--- src/rtl/div2_pkg.sv ---
// Shared definitions for the program-2 divide engine: FSM states,
// sequencing constants and the default data-memory map.
package div2_pkg;

  // Sequencing lengths of each phase of a run
  localparam int DIV_ITERS    = 24;
  localparam int LOAD_CYCLES  = 4;
  localparam int STORE_CYCLES = 3;

  // Default data-memory map
  localparam int DEF_ADDR_W           = 8;
  localparam int DEF_DIVIDEND_HI_ADDR = 0;
  localparam int DEF_DIVIDEND_LO_ADDR = 1;
  localparam int DEF_DIVISOR_ADDR     = 2;
  localparam int DEF_RESULT_ADDR      = 4;

  // Result reported for a zero divisor
  localparam logic [23:0] SAT_RESULT = 24'hFFFFFF;

  typedef enum logic [2:0] {
    IDLE,
    LOAD,
    DIV,
    STORE,
    DONE
  } div2_state_e;

endpackage

--- src/rtl/div2_engine_seq_div24.sv ---
// Restoring divider: 24-bit numerator by 8-bit divisor, one quotient bit
// per clock, MSB first. The quotient shifts into the numerator register as
// the numerator bits shift out, so a single 24-bit register holds both.
module seq_div24
  import div2_pkg::*;
(
  input  logic        clk,
  input  logic        reset,
  input  logic        start,
  input  logic [23:0] numerator,
  input  logic [7:0]  divisor,
  output logic        busy,
  output logic        done,
  output logic [23:0] quotient
);

  logic [23:0] num_q;
  logic [7:0]  rem_q;
  logic [7:0]  div_q;
  logic [4:0]  iter_q;

  logic [8:0]  rem_shift;
  logic        q_bit;
  logic [7:0]  rem_next;

  // One restoring step: shift in the next numerator bit, subtract if it fits
  always_comb begin
    rem_shift = {rem_q, num_q[23]};
    q_bit     = (rem_shift >= {1'b0, div_q});
    rem_next  = q_bit ? 8'(rem_shift - {1'b0, div_q}) : rem_shift[7:0];
  end

  // Operand capture on start, then DIV_ITERS iterations with a done pulse on the last
  always_ff @(posedge clk) begin
    if (reset) begin
      num_q  <= '0;
      rem_q  <= '0;
      div_q  <= '0;
      iter_q <= '0;
      busy   <= 1'b0;
      done   <= 1'b0;
    end else begin
      done <= 1'b0;
      if (start) begin
        num_q  <= numerator;
        rem_q  <= '0;
        div_q  <= divisor;
        iter_q <= '0;
        busy   <= 1'b1;
      end else if (busy) begin
        num_q  <= {num_q[22:0], q_bit};
        rem_q  <= rem_next;
        iter_q <= iter_q + 5'd1;
        if (iter_q == 5'(DIV_ITERS - 1)) begin
          busy <= 1'b0;
          done <= 1'b1;
        end
      end
    end
  end

  assign quotient = num_q;

endmodule

--- src/rtl/div2_engine.sv ---
// Program-2 divide engine: on a Start high->low it reads the dividend and
// divisor from data memory, divides (dividend << 8) by the divisor and writes
// the 24-bit quotient back, then raises Ack until Start goes high again.
// All memory-side outputs are registered; the launch edge is E0 and Ack rises
// exactly 32 edges later.
module div2_engine
  import div2_pkg::*;
#(
  parameter int ADDR_W           = DEF_ADDR_W,
  parameter int DIVIDEND_HI_ADDR = DEF_DIVIDEND_HI_ADDR,
  parameter int DIVIDEND_LO_ADDR = DEF_DIVIDEND_LO_ADDR,
  parameter int DIVISOR_ADDR     = DEF_DIVISOR_ADDR,
  parameter int RESULT_ADDR      = DEF_RESULT_ADDR
) (
  input  logic              Clk,
  input  logic              Reset,
  input  logic              Start,
  output logic              Ack,
  output logic [ADDR_W-1:0] MemAddr,
  input  logic [7:0]        MemRdData,
  output logic              MemWrEn,
  output logic [7:0]        MemWrData
);

  localparam logic [ADDR_W-1:0] HI_A   = ADDR_W'(DIVIDEND_HI_ADDR);
  localparam logic [ADDR_W-1:0] LO_A   = ADDR_W'(DIVIDEND_LO_ADDR);
  localparam logic [ADDR_W-1:0] DVS_A  = ADDR_W'(DIVISOR_ADDR);
  localparam logic [ADDR_W-1:0] RES0_A = ADDR_W'(RESULT_ADDR);
  localparam logic [ADDR_W-1:0] RES1_A = ADDR_W'(RESULT_ADDR + 1);
  localparam logic [ADDR_W-1:0] RES2_A = ADDR_W'(RESULT_ADDR + 2);

  div2_state_e state_q, state_d;

  logic [1:0]        load_cnt_q, load_cnt_d;
  logic [1:0]        store_cnt_q, store_cnt_d;
  logic              start_prev_q;
  logic [7:0]        dividend_hi_q, dividend_hi_d;
  logic [7:0]        dividend_lo_q, dividend_lo_d;
  logic [7:0]        divisor_q, divisor_d;
  logic [ADDR_W-1:0] addr_d;
  logic              wr_en_d;
  logic [7:0]        wr_data_d;
  logic              ack_d;

  logic              div_start;
  logic              div_busy;
  logic              div_done;
  logic [23:0]       numerator;
  logic [23:0]       quotient;
  logic [23:0]       result;

  assign numerator = {dividend_hi_q, dividend_lo_q, 8'h00};
  assign result    = (divisor_q == 8'd0) ? SAT_RESULT : quotient;

  seq_div24 u_div (
    .clk       (Clk),
    .reset     (Reset),
    .start     (div_start),
    .numerator (numerator),
    .divisor   (MemRdData),
    .busy      (div_busy),
    .done      (div_done),
    .quotient  (quotient)
  );

  // Next-state and next registered-output decode for the run sequence
  always_comb begin
    state_d       = state_q;
    load_cnt_d    = load_cnt_q;
    store_cnt_d   = store_cnt_q;
    dividend_hi_d = dividend_hi_q;
    dividend_lo_d = dividend_lo_q;
    divisor_d     = divisor_q;
    addr_d        = '0;
    wr_en_d       = 1'b0;
    wr_data_d     = 8'h00;
    ack_d         = 1'b0;
    div_start     = 1'b0;

    case (state_q)
      IDLE: begin
        if (!Start && start_prev_q) begin
          state_d    = LOAD;
          load_cnt_d = 2'd0;
          addr_d     = HI_A;
        end
      end

      LOAD: begin
        if (load_cnt_q == 2'd0) begin
          addr_d     = LO_A;
          load_cnt_d = 2'd1;
        end else if (load_cnt_q == 2'd1) begin
          addr_d        = DVS_A;
          dividend_hi_d = MemRdData;
          load_cnt_d    = 2'd2;
        end else if (load_cnt_q == 2'd2) begin
          dividend_lo_d = MemRdData;
          load_cnt_d    = 2'd3;
        end else if (load_cnt_q == 2'(LOAD_CYCLES - 1)) begin
          divisor_d = MemRdData;
          div_start = 1'b1;
          state_d   = DIV;
        end
      end

      DIV: begin
        if (div_done && !div_busy) begin
          state_d     = STORE;
          store_cnt_d = 2'd0;
          addr_d      = RES0_A;
          wr_en_d     = 1'b1;
          wr_data_d   = result[23:16];
        end
      end

      STORE: begin
        if (store_cnt_q == 2'd0) begin
          addr_d      = RES1_A;
          wr_en_d     = 1'b1;
          wr_data_d   = result[15:8];
          store_cnt_d = 2'd1;
        end else if (store_cnt_q == 2'd1) begin
          addr_d      = RES2_A;
          wr_en_d     = 1'b1;
          wr_data_d   = result[7:0];
          store_cnt_d = 2'd2;
        end else if (store_cnt_q == 2'(STORE_CYCLES - 1)) begin
          state_d = DONE;
          ack_d   = 1'b1;
        end
      end

      DONE: begin
        if (Start) begin
          state_d = IDLE;
        end else begin
          ack_d = 1'b1;
        end
      end

      default: begin
        state_d = IDLE;
      end
    endcase
  end

  // State register; reset abandons any run in progress
  always_ff @(posedge Clk) begin
    if (Reset) begin
      state_q <= IDLE;
    end else begin
      state_q <= state_d;
    end
  end

  // Counters, captured operands, Start history and the registered memory/handshake outputs
  always_ff @(posedge Clk) begin
    if (Reset) begin
      load_cnt_q    <= '0;
      store_cnt_q   <= '0;
      start_prev_q  <= 1'b0;
      dividend_hi_q <= '0;
      dividend_lo_q <= '0;
      divisor_q     <= '0;
      MemAddr       <= '0;
      MemWrEn       <= 1'b0;
      MemWrData     <= '0;
      Ack           <= 1'b0;
    end else begin
      load_cnt_q    <= load_cnt_d;
      store_cnt_q   <= store_cnt_d;
      start_prev_q  <= Start;
      dividend_hi_q <= dividend_hi_d;
      dividend_lo_q <= dividend_lo_d;
      divisor_q     <= divisor_d;
      MemAddr       <= addr_d;
      MemWrEn       <= wr_en_d;
      MemWrData     <= wr_data_d;
      Ack           <= ack_d;
    end
  end

endmodule

--- config.mk ---
export PLATFORM = sky130hd
export DESIGN_NAME = div2_engine
export DESIGN_NICKNAME = d
export VERILOG_FILES = /design/src/rtl/div2_pkg.sv /design/src/rtl/div2_engine_seq_div24.sv /design/src/rtl/div2_engine.sv
export SDC_FILE = /design/constraint.sdc
export NUM_CORES = 1
export LEC_CHECK = 0
export CORE_UTILIZATION = 60
export CTS_BUF_LIST = sky130_fd_sc_hd__clkbuf_16
export DETAILED_ROUTE_END_ITERATION = 16
export PLACE_DENSITY = 0.92
export SLEW_MARGIN = 20
export SYNTH_ARGS = -nofsm -noshare
export SYNTH_HDL_FRONTEND = slang
export SYNTH_SLANG_ARGS = --single-unit
--- constraint.sdc ---
create_clock -name Clk -period 4.9 [get_ports Clk]
set_clock_uncertainty 0.05 [all_clocks]
set_input_delay 0.49 -clock Clk [delete_from_list [all_inputs] [get_ports Clk]]
set_output_delay 0.49 -clock Clk [all_outputs]
set_load 0.02 [all_outputs]
==> flow_metrics.env <==
export IMPL_pin_count=29
export IMPL_clkPwrFrac_pct=48.4
export IMPL_synth_seq_area_share_pct=42.4
export IMPL_antennaDiodeCount=0
export IMPL_p_sw_share_pct=22.2
export IMPL_fmax_ghz=0.441
export IMPL_clock_sinks=84
export IMPL_cap_violations=0
export IMPL_hold_slack_ps=406
export IMPL_row_count=29
export IMPL_ys_types=55
export IMPL_hold_viol_final=0
export IMPL_worst_setup_path_end_kind="flip-flop"
export IMPL_grt_pass1_vias=3201
export IMPL_drt_pre_antenna_iters=6
export IMPL_routed_via_density=6.16
export IMPL_crit_reg2reg_launch="u_div.quotient[23]"
export IMPL_r2r_end="u_div.rem_q[6]"
export IMPL_gp_congestion=0.974
export IMPL_tns_ps=0
export IMPL_post_route_period_util_pct=46.3
export IMPL_rr_worst_depth=8
export IMPL_htreeDepth=3
export IMPL_status="finished, final reports clean"
export IMPL_layout_nets=480
export IMPL_relSlewSlack_pct=43.8
export IMPL_synth_edf_count=0
export IMPL_netlist_area_um2=3970
export IMPL_ys_ff_latch=84
export IMPL_cp_depth=8
export IMPL_async_flop_share_pct=0
export IMPL_path_buf_inv=1
export IMPL_yosysWarnings=0
export IMPL_cp_slowest_cell="fa_1"
export IMPL_finalMaxSlewViolations=0
export IMPL_cp_start_kind="flip-flop"
export IMPL_clk_latency_ps=340
export IMPL_setup_slack_ps=2630
export IMPL_wl_mm=9.03
export IMPL_cp_top_family="compound AO/OA/AOI/OAI gates"
export IMPL_drt_initial_drc_count=221
export IMPL_fp_dieH_um=83.3
export IMPL_cts_buffer_depth=2
export IMPL_p_comb_share_pct=2.7
export IMPL_fill_cells=411
export IMPL_cts_made_buffers=9
export IMPL_regArea_um2=1690
export IMPL_drc=0
export IMPL_required_ps=5120
export IMPL_dieWidth_um=83.3
export IMPL_cts_clk_slew_worst_paths_ps=70
export IMPL_power_density_nw_per_um2=316
export IMPL_routedWlPerCell_um=16.7
export IMPL_postCtsHoldBufs=0
export IMPL_crit_arrival_ps=2480
export IMPL_area_delta_synth_final_pct=12.2
export IMPL_post_route_util_pct=70.1
export IMPL_grt_max_degree=51
export IMPL_power_frac_seq_pct=48.9
export IMPL_initial_core_util_pct=62.4
export IMPL_intPower_mw=1.09
export IMPL_hp_class="flip-flop to flip-flop"
export IMPL_rsz0062_at_grt="no"
export IMPL_cp_slowest_stage_delay_ps=420
export IMPL_grt_pass1_wl_mm=15.1
export IMPL_drtAntennaViolNets=0
export IMPL_cts_resized=0
export IMPL_vias=3330
export IMPL_finalCriticalPeriod_ps=2270
export IMPL_dp_final_hpwl_mm=5.85
export IMPL_crit_end="u_div.rem_q[6]"
export IMPL_reg2reg_setup_slack_ps=2630
export IMPL_antenna_found_initial=0
export IMPL_cts_root_buf="clkbuf_16"
export IMPL_synth_top_flop_cell="dfxtp_1"
export IMPL_synth_area_per_cell_um2=8.77
export IMPL_grt_usage_pct=27.4
export IMPL_cts_tree="done"
export IMPL_multiInputGateArea_um2=2070
export IMPL_drive_gt1_share_pct=8.19
export IMPL_dieArea_um2=6940
export IMPL_critical_path_class="flip-flop to flip-flop"
export IMPL_syn_instance_count=452
export IMPL_grt_ovfl_total=0
export IMPL_ir_drop_mv=0.263
export IMPL_design_area_um2=4450
export IMPL_place_area_um2=4150
export IMPL_p_leak_nw=1.64
export IMPL_setup_violations=0
export IMPL_switching_power_mw=0.312
export IMPL_path_cells="inv_1 > ha_1 > fa_1 > nand2b_1 > a2111o_1 > o311ai_1 > mux2i_1 > a21oi_1"
export IMPL_io_buffers=23
export IMPL_startpoint="u_div.quotient[23]"
export IMPL_core_area_um2=6350
export IMPL_post_cts_setup_buffers=0
export IMPL_worstMarginPinSlew_ps=843
export IMPL_crit_fanout=4
export IMPL_pre_cts_slack_ps=2690
## cell families after synthesis
logic type | after synthesis | share of synthesized area (%)
xor gates and xnor gates | 8 | 1.77
AOI/OAI and AO/OA | 107 | 16.8
DFF | 84 | 42.4
buffers and inverters | 49 | 5.87
muxes | 47 | 12.1
other | 1 | 0.0946
adders and majority gates | 10 | 3.34
and+or+nand+nor | 146 | 17.6
## metrics by stage
stage | cells | power [mW]
final | 541 | 1.41
after global routing | 541 | 1.44
after CTS | 541 | 1.41
after detailed placement | 525 | 0.740
after global placement | 525 | 0.739
after floorplan | 456 | 0.730
## layer usage
layer	track usage (%)	routed length, um	vias to the layer above
li1	-	-	1580
met1	33.7	3820	1555
met2	45.1	4300	156
met3	6.36	610	39
met4	13.5	296	0
met5	0	0	-
## cells in the mapped netlist, types with 4 or more instances
cell | number | area (um^2)
xor2_1 | 4 | 35.0
ha_1 | 9 | 113
mux2i_1 | 39 | 390
nor2b_1 | 4 | 25.0
and3_1 | 4 | 25.0
dfxtp_1 | 84 | 1680
o21ai_0 | 26 | 130
nand3_1 | 9 | 45.0
a21oi_1 | 41 | 205
clkbuf_1 | 14 | 52.6
nor2_1 | 58 | 218
inv_1 | 17 | 63.8
buf_4 | 7 | 52.6
xnor2_1 | 4 | 35.0
a211oi_1 | 18 | 135
mux2_2 | 8 | 90.1
buf_2 | 6 | 30.0
nand2b_1 | 5 | 31.3
nand2_1 | 41 | 154
## layout make-up
cell class	instances	share of cell area, %
Multi-Input combinational cell	323	46.5
Sequential cell	84	37.9
Timing Repair Buffer	24	5.34
Clock buffer	9	5.06
Tap cell	77	2.16
Clock inverter	7	1.66
Inverter	17	1.43
## layout by cell type, fill, tap and decap left out, types with 17 or more instances in the layout
| cell | synthesis | layout |
|---|---|---|
| nor2_1 | 58 | 58 |
| inv_1 | 17 | 17 |
| dfxtp_1 | 84 | 83 |
| a21oi_1 | 41 | 41 |
| o21ai_0 | 26 | 26 |
| a211oi_1 | 18 | 18 |
| clkdlybuf4s50_1 | 0 | 23 |
| mux2i_1 | 39 | 39 |
| nand2_1 | 41 | 40 |
## tightest hold or removal path: stages (launching register included)
cell	delay [ps]
dfxtp_1	310
nand2_1	50
a21oi_1	50
## worst min path at each step
stage	startpoint	to	slack, ps	cells after the start
after floorplan	u_div.div_q[3]	u_div.div_q[3]	390	2
after global placement	dividend_hi_q[7]	dividend_hi_q[7]	400	2
after detailed placement	u_div.div_q[4]	u_div.div_q[4]	400	2
after CTS	u_div.div_q[4]	u_div.div_q[4]	410	2
after global routing	u_div.div_q[5]	u_div.div_q[5]	420	2
final	u_div.div_q[4]	u_div.div_q[4]	410	2
## power by group through the flow
stage / Combinational, mW / Sequential [mW] / Clock [mW]
floorplan: 0.0288 / 0.701 / 0
global placement: 0.0363 / 0.703 / 0
detailed placement: 0.0369 / 0.703 / 0
CTS: 0.0375 / 0.688 / 0.679
global route: 0.0412 / 0.688 / 0.712
finish: 0.0386 / 0.688 / 0.680
## state kept, by name, indices dropped and copies added (netlist names), 5 cells and up
name            count
u_div.quotient     24
dividend_lo_q       8
dividend_hi_q       8
MemWrData           8
u_div.iter_q        5
u_div.div_q         5
u_div.rem_q         8
Power figures use the tool's default switching activity.
